[config.mk]
export PLATFORM = sky130hd
export DESIGN_NAME = stu_pe_result_arbiter
export DESIGN_NICKNAME = d
export VERILOG_FILES = /design/src/rtl/stu_pe_result_arbiter.sv
export SDC_FILE = /design/constraint.sdc
export NUM_CORES = 2
export LEC_CHECK = 0
export ABC_AREA = 1
export BUFFER_PORTS_ARGS = -buffer_cell sky130_fd_sc_hd__buf_2
export CAP_MARGIN = 20
export CORE_UTILIZATION = 29
export DETAILED_ROUTE_END_ITERATION = 10
export HOLD_SLACK_MARGIN = 0.1
export RECOVER_POWER = 50
export SYNTH_ARGS = -nofsm -noshare
export SYNTH_HDL_FRONTEND = slang
export SYNTH_SLANG_ARGS = --single-unit
[constraint.sdc]
create_clock -name clk -period 15 [get_ports clk]
set_input_delay 3 -clock clk [delete_from_list [all_inputs] [get_ports clk]]
set_output_delay 3 -clock clk [all_outputs]
set_load 0.02 [all_outputs]
[src/rtl/stu_pe_result_arbiter.sv]
// stu_pe_result_arbiter
// Round-robin packet arbiter on the upstream stack bus. Each PE upstream port
// feeds a small FIFO. Whole packets are forwarded from the FIFOs to a single
// registered output without interleaving.
// Ports:
//   clk, reset_poweron        : clock, asynchronous active-high reset
//   pe__stu__valid/cntl/type/data/oob_data : per-PE input flits (PE i = slice i)
//   stu__pe__ready            : per-PE FIFO not full
//   stu__mgr__valid/cntl/type/data/oob_data/pe_id : output flit register
//   mgr__stu__ready           : downstream accepts the output flit
//   stu__sys__proto_error     : sticky packet framing error
module stu_pe_result_arbiter #(
  parameter int unsigned NUM_PE     = 4,
  parameter int unsigned TYPE_W     = 2,
  parameter int unsigned DATA_W     = 64,
  parameter int unsigned OOB_W      = 32,
  parameter int unsigned FIFO_DEPTH = 4
) (
  input  logic                        clk,
  input  logic                        reset_poweron,
  input  logic [NUM_PE-1:0]           pe__stu__valid,
  input  logic [2*NUM_PE-1:0]         pe__stu__cntl,
  input  logic [TYPE_W*NUM_PE-1:0]    pe__stu__type,
  input  logic [DATA_W*NUM_PE-1:0]    pe__stu__data,
  input  logic [OOB_W*NUM_PE-1:0]     pe__stu__oob_data,
  output logic [NUM_PE-1:0]           stu__pe__ready,
  output logic                        stu__mgr__valid,
  output logic [1:0]                  stu__mgr__cntl,
  output logic [TYPE_W-1:0]           stu__mgr__type,
  output logic [DATA_W-1:0]           stu__mgr__data,
  output logic [OOB_W-1:0]            stu__mgr__oob_data,
  output logic [$clog2(NUM_PE)-1:0]   stu__mgr__pe_id,
  input  logic                        mgr__stu__ready,
  output logic                        stu__sys__proto_error
);

  localparam int unsigned PID_W = $clog2(NUM_PE);
  localparam int unsigned AW    = $clog2(FIFO_DEPTH);
  localparam int unsigned CW    = AW + 1;

  localparam logic [1:0] CNTL_MOM     = 2'b00;
  localparam logic [1:0] CNTL_SOM     = 2'b01;
  localparam logic [1:0] CNTL_EOM     = 2'b10;
  localparam logic [1:0] CNTL_SOM_EOM = 2'b11;

  typedef struct packed {
    logic [1:0]        cntl;
    logic [TYPE_W-1:0] typ;
    logic [DATA_W-1:0] data;
    logic [OOB_W-1:0]  oob;
  } flit_t;

  typedef enum logic {IDLE, LOCKED} state_t;

  flit_t             in_flit [NUM_PE];
  flit_t             head    [NUM_PE];
  flit_t             mem     [NUM_PE][FIFO_DEPTH];
  logic [AW-1:0]     wr_ptr  [NUM_PE];
  logic [AW-1:0]     rd_ptr  [NUM_PE];
  logic [CW-1:0]     count   [NUM_PE];
  logic [NUM_PE-1:0] push, pop, empty;

  state_t            state, state_nxt;
  logic [PID_W-1:0]  owner, owner_nxt, rr_ptr, rr_nxt;
  logic              err_set, can_load, load, found;
  logic [PID_W-1:0]  sel, cand, load_id;
  int unsigned       idx;
  flit_t             load_flit;

  function automatic logic [PID_W-1:0] next_port(input logic [PID_W-1:0] p);
    return (32'(p) == NUM_PE - 1) ? '0 : p + PID_W'(1);
  endfunction

  // Input unpacking, FIFO status and ready (from registered count)
  always_comb begin
    for (int i = 0; i < NUM_PE; i++) begin
      in_flit[i].cntl   = pe__stu__cntl[2*i +: 2];
      in_flit[i].typ    = pe__stu__type[TYPE_W*i +: TYPE_W];
      in_flit[i].data   = pe__stu__data[DATA_W*i +: DATA_W];
      in_flit[i].oob    = pe__stu__oob_data[OOB_W*i +: OOB_W];
      stu__pe__ready[i] = (count[i] != CW'(FIFO_DEPTH));
      push[i]           = pe__stu__valid[i] & stu__pe__ready[i];
      empty[i]          = (count[i] == '0);
      head[i]           = mem[i][rd_ptr[i]];
    end
  end

  // FIFO storage (no reset needed; count gates validity)
  always_ff @(posedge clk) begin
    for (int i = 0; i < NUM_PE; i++) begin
      if (push[i]) mem[i][wr_ptr[i]] <= in_flit[i];
    end
  end

  // FIFO pointers and occupancy
  always_ff @(posedge clk or posedge reset_poweron) begin
    if (reset_poweron) begin
      for (int i = 0; i < NUM_PE; i++) begin
        wr_ptr[i] <= '0;
        rd_ptr[i] <= '0;
        count[i]  <= '0;
      end
    end else begin
      for (int i = 0; i < NUM_PE; i++) begin
        if (push[i]) wr_ptr[i] <= wr_ptr[i] + AW'(1);
        if (pop[i])  rd_ptr[i] <= rd_ptr[i] + AW'(1);
        count[i] <= count[i] + CW'(push[i]) - CW'(pop[i]);
      end
    end
  end

  // Grant / packet-lock next-state logic
  always_comb begin
    state_nxt = state;
    owner_nxt = owner;
    rr_nxt    = rr_ptr;
    err_set   = 1'b0;
    pop       = '0;
    load      = 1'b0;
    load_id   = owner;
    load_flit = '0;
    found     = 1'b0;
    sel       = '0;
    cand      = '0;
    idx       = 0;
    can_load  = !stu__mgr__valid || mgr__stu__ready;

    case (state)
      IDLE: begin
        for (int unsigned k = 0; k < NUM_PE; k++) begin
          idx = 32'(rr_ptr) + k;
          if (idx >= NUM_PE) idx = idx - NUM_PE;
          cand = PID_W'(idx);
          if (!found && !empty[cand]) begin
            found = 1'b1;
            sel   = cand;
          end
        end
        if (found) begin
          case (head[sel].cntl)
            CNTL_SOM: begin
              if (can_load) begin
                pop[sel]  = 1'b1;
                load      = 1'b1;
                load_flit = head[sel];
                load_id   = sel;
                owner_nxt = sel;
                state_nxt = LOCKED;
              end
            end
            CNTL_SOM_EOM: begin
              if (can_load) begin
                pop[sel]  = 1'b1;
                load      = 1'b1;
                load_flit = head[sel];
                load_id   = sel;
                owner_nxt = sel;
                rr_nxt    = next_port(sel);
              end
            end
            // Continuation flit without a packet start: discard it
            default: begin
              pop[sel] = 1'b1;
              err_set  = 1'b1;
            end
          endcase
        end
      end
      LOCKED: begin
        if (can_load && !empty[owner]) begin
          pop[owner] = 1'b1;
          load       = 1'b1;
          load_flit  = head[owner];
          load_id    = owner;
          case (head[owner].cntl)
            CNTL_EOM: begin
              state_nxt = IDLE;
              rr_nxt    = next_port(owner);
            end
            CNTL_SOM, CNTL_SOM_EOM: err_set = 1'b1;
            default: ;
          endcase
        end
      end
      default: state_nxt = IDLE;
    endcase
  end

  // FSM and arbitration state
  always_ff @(posedge clk or posedge reset_poweron) begin
    if (reset_poweron) begin
      state                 <= IDLE;
      owner                 <= '0;
      rr_ptr                <= '0;
      stu__sys__proto_error <= 1'b0;
    end else begin
      state  <= state_nxt;
      owner  <= owner_nxt;
      rr_ptr <= rr_nxt;
      if (err_set) stu__sys__proto_error <= 1'b1;
    end
  end

  // Output register: updates only when empty or being consumed
  always_ff @(posedge clk or posedge reset_poweron) begin
    if (reset_poweron) begin
      stu__mgr__valid    <= 1'b0;
      stu__mgr__cntl     <= '0;
      stu__mgr__type     <= '0;
      stu__mgr__data     <= '0;
      stu__mgr__oob_data <= '0;
      stu__mgr__pe_id    <= '0;
    end else if (can_load) begin
      stu__mgr__valid <= load;
      if (load) begin
        stu__mgr__cntl     <= load_flit.cntl;
        stu__mgr__type     <= load_flit.typ;
        stu__mgr__data     <= load_flit.data;
        stu__mgr__oob_data <= load_flit.oob;
        stu__mgr__pe_id    <= load_id;
      end
    end
  end

endmodule
==> flow_summary.yaml <==
outcome:
  run_status: "finished, violations left"
  violations: "max-capacitance violations, max-slew violations"
clock_tree:
  cts_buffers: 169
  clk_path_buf_depth: 3
  postCtsSetupBuffers: 0
  clkSinkCount: 1737
  cts.reportedPaths.clkPinSlew_ps: 60
  cts_resized: 0
  cts_hold_buf: 0
  cts_tree: "built"
  insertion_delay_ps: 830
  h-tree-depth: 4
  cts-root-buf: "clkbuf_16"
floorplan:
  chipWidth_um: 500.3
  die_h_um: 500.3
  start_util_pct: 29.23
  rows: 182
  ios: 515
  coreArea_um2: 246400
  dieArea_um2: 250300
yosys:
  synth_fp_nets: 6462
  avgSynthCellArea_um2: 11.96
  synth_top_cell_by_area: "edfxtp_1"
  synth.area.top_cells: "edfxtp_1 67%, nand2_1 7.4%, dfrtp_1 4.8%, o21ai_0 4.5%, a32o_1 2.8%"
  syn_area_um2: 72020
  synthDominantCellAreaShare_pct: 66.71
  synth_cells: 6022
  synth_cell_types: 40
  synthFlopType: "edfxtp_1"
  synth-edff-count: 1600
  async_reset_ff_share_pct: 7.887
  yosys_warnings: 0
  seq_area_frac_synth_pct: 71.47
  synth_seq_cells: 1737
timing:
  finalHoldViolCount: 0
  tns_ps: 0
  skew_ps: 35.59
  rsz0062_at_grt: "false"
  worstMarginPinSlew_ps: 4356
  setup_viol: 0
  final-max-slew-violation-count: 421
  slew_headroom_pct: -191.1
  fin_crit_sh_pct: 54.89
  fmax_mhz: 121.5
  finalCriticalPeriod_ps: 8233
  fin_hold_ws_ps: 481.0
setup_path:
  worstPathArrival_ps: 8980
  path_cells: "nor2_2, nand3_1, nand2_1, nand2_1, nand2_1, nor2_1, nor2_1, nand2_2, nand2_1, nand2_1, nand2_1, nand2_2, nand3_1, nor2_4, nor2_4, buf_4, nand2_1, nand2_1"
  crit_top_cell: "nand2_1"
  reg2reg_depth: 18
  worst_setup_path_end_kind: "register"
  crit_required_ps: 15740
  timing.rr.start: "count[10]"
  cp_slowest_cell: "nand2_1"
  critPathMaxFanout: 141
  startpoint_type: "register"
  cpPeakStageDelay_ps: 3100
  ff2ff_setup_slack_ps: 6770
  rr_endpoint: "stu__mgr__oob_data[11]"
  critical_path_class: "reg -> reg"
layout:
  final_cell_mix: "1600 x edfxtp_1, 1413 x nand2_1, 654 x o21ai_0, 520 x nor2_1, 436 x clkbuf_1"
  ff_latch_area_um2: 51500
  area_growth_pct: 14.54
  multi_input_area_um2: 18420
  final_cells: 9830
  final_common_cell: "edfxtp_1"
  fillers: 24370
  nets: 6788
  layout-drive-gt1-share_pct: 7.424
power:
  p_int_mw: 10.83
  swShare_pct: 43.25
  seqPwrFrac_pct: 36.6
  vdd_ir_drop_max_v: 0.0002000
  net-switching-power_mw: 8.249
  comb_power_share_pct: 41.7
  p_leak_nw: 28.36
  p_clk_share_pct: 21.7
  pwr_density_cell_nw_per_um2: 231.2
  finalPower_mw: 19.07
placed_design:
  dpl.hpwl_mm: 170.3
  place_congestion: 0.9107
  port_buffers: 514
  dp_cells: 9489
global_routing:
  grt_max_degree: 149
  grt_overflow: 0
  grt_util_all_layers_pct: 18.89
  antenna_found_initial: 214
  grt_pass1_wl_mm: 339.8
  grt_pass1_vias: 46050
flow_run:
  drv_cap: 9
hold_path:
  min_path_cells: 2
  hold_end: "stu__mgr__data[61]"
  hold_class: "reg -> reg"
  worstHoldStart: "stu__mgr__data[61]"
detailed_routing:
  first_iter_violations: 4922
  wl_per_cell_um: 24.77
  wirelength_mm: 243.5
  postRouteAntennaNets: 0
  drc: 0
  vias_per_cell: 5.050
  drt_first_pass_iters: 6
  vias: 49640
## registers in the layout (all words and copies together) (netlist names)
register	cells
stu__mgr__type	2
count	12
wr_ptr	8
stu__mgr__oob_data	32
rd_ptr	8
stu__mgr__valid	1
rr_ptr	2
stu__mgr__data	64
stu__mgr__cntl	2
stu__sys__proto_error	1
mem	1600
owner	2
stu__mgr__pe_id	2
state	1
## cells by family (layout without fill, tap and decap cells)
family / after synthesis / after routing / share of synthesized area (%)
compound gates: 1574 / 1574 / 13.02
xor+xnor: 13 / 13 / 0.1581
fa+ha+maj: 33 / 33 / 0.6150
buf+inv: 515 / 972 / 3.091
flops: 1737 / 1737 / 71.47
other cells: 0 / 39 / 0
simple gates: 2150 / 2150 / 11.65
## metrics by stage
stage	util (%)	area [um2]	setup slack [ps]
4_1_cts	33.67	82970	9752
3_3_place_gp	31.50	77610	8974
6_report	33.48	82500	6767
3_5_place_dp	31.50	77610	8880
5_1_grt	33.46	82440	6140
2_1_floorplan	-	72020	7088
## power by group through the flow
| stage | sequential (mW) | combinational [mW] | clock [mW] |
|---|---|---|---|
| 2_1_floorplan | 7.00 | 5.19 | 0 |
| 3_3_place_gp | 7.05 | 7.78 | 0 |
| 3_5_place_dp | 7.08 | 7.89 | 0 |
| 4_1_cts | 6.98 | 7.91 | 4.24 |
| 5_1_grt | 7.05 | 8.70 | 4.41 |
| 6_report | 6.98 | 7.95 | 4.15 |
## worst max path at each step
stage,startpoint,to,slack [ps],depth (start not counted)
after floorplan,pe__stu__valid[0],mem[0][0],7090,2
after global placement,pe__stu__valid[2],mem[2][122],8970,5
after detailed placement,pe__stu__valid[2],mem[2][122],8880,5
after CTS,pe__stu__valid[2],mem[2][192],9750,5
after global routing,count[10],stu__mgr__data[22],6140,18
final,count[10],stu__mgr__oob_data[11],6770,18
## routing by layer
metal,wire length (um),track usage [%]
met1,109200,27.07
met2,96910,25.16
met3,25080,6.777
met4,10940,8.359
met5,1340,0
## cell type report
class	instances	area share, %
diodes	39	0.1183
repair buffers	587	3.171
well taps	3312	5.023
flip-flops and latches	1737	62.43
inverters	83	0.4277
multi-input cells	3770	22.33
clock inverters	98	1.110
clock buffers	204	5.386
## Yosys cell counts (5+ instances only)
master       n
nor2_2       6
xor2_1       7
o22ai_1    179
inv_1       76
a31oi_1     29
dfrtp_1    137
a32o_1     203
nor3_1      19
nor2_1     534
o21ai_0    654
a211o_1     18
nand2_2      5
nand2_1   1412
buf_4       22
a22o_1      17
a21oi_1    376
buf_2       38
clkbuf_1   299
edfxtp_1  1600
o211ai_1    30
inv_2        5
xnor2_1      6
o21ai_1     62
ha_1        29
buf_1       51
nand3_1    163
buf_6       21
## critical path, delay by kind of cell (launching register included)
family                 cells  cell delay (ps)
buffers and inverters      1              770
DFF                        1              440
and+or+nand+nor           17             6820
(Power assumes the default switching activity.)
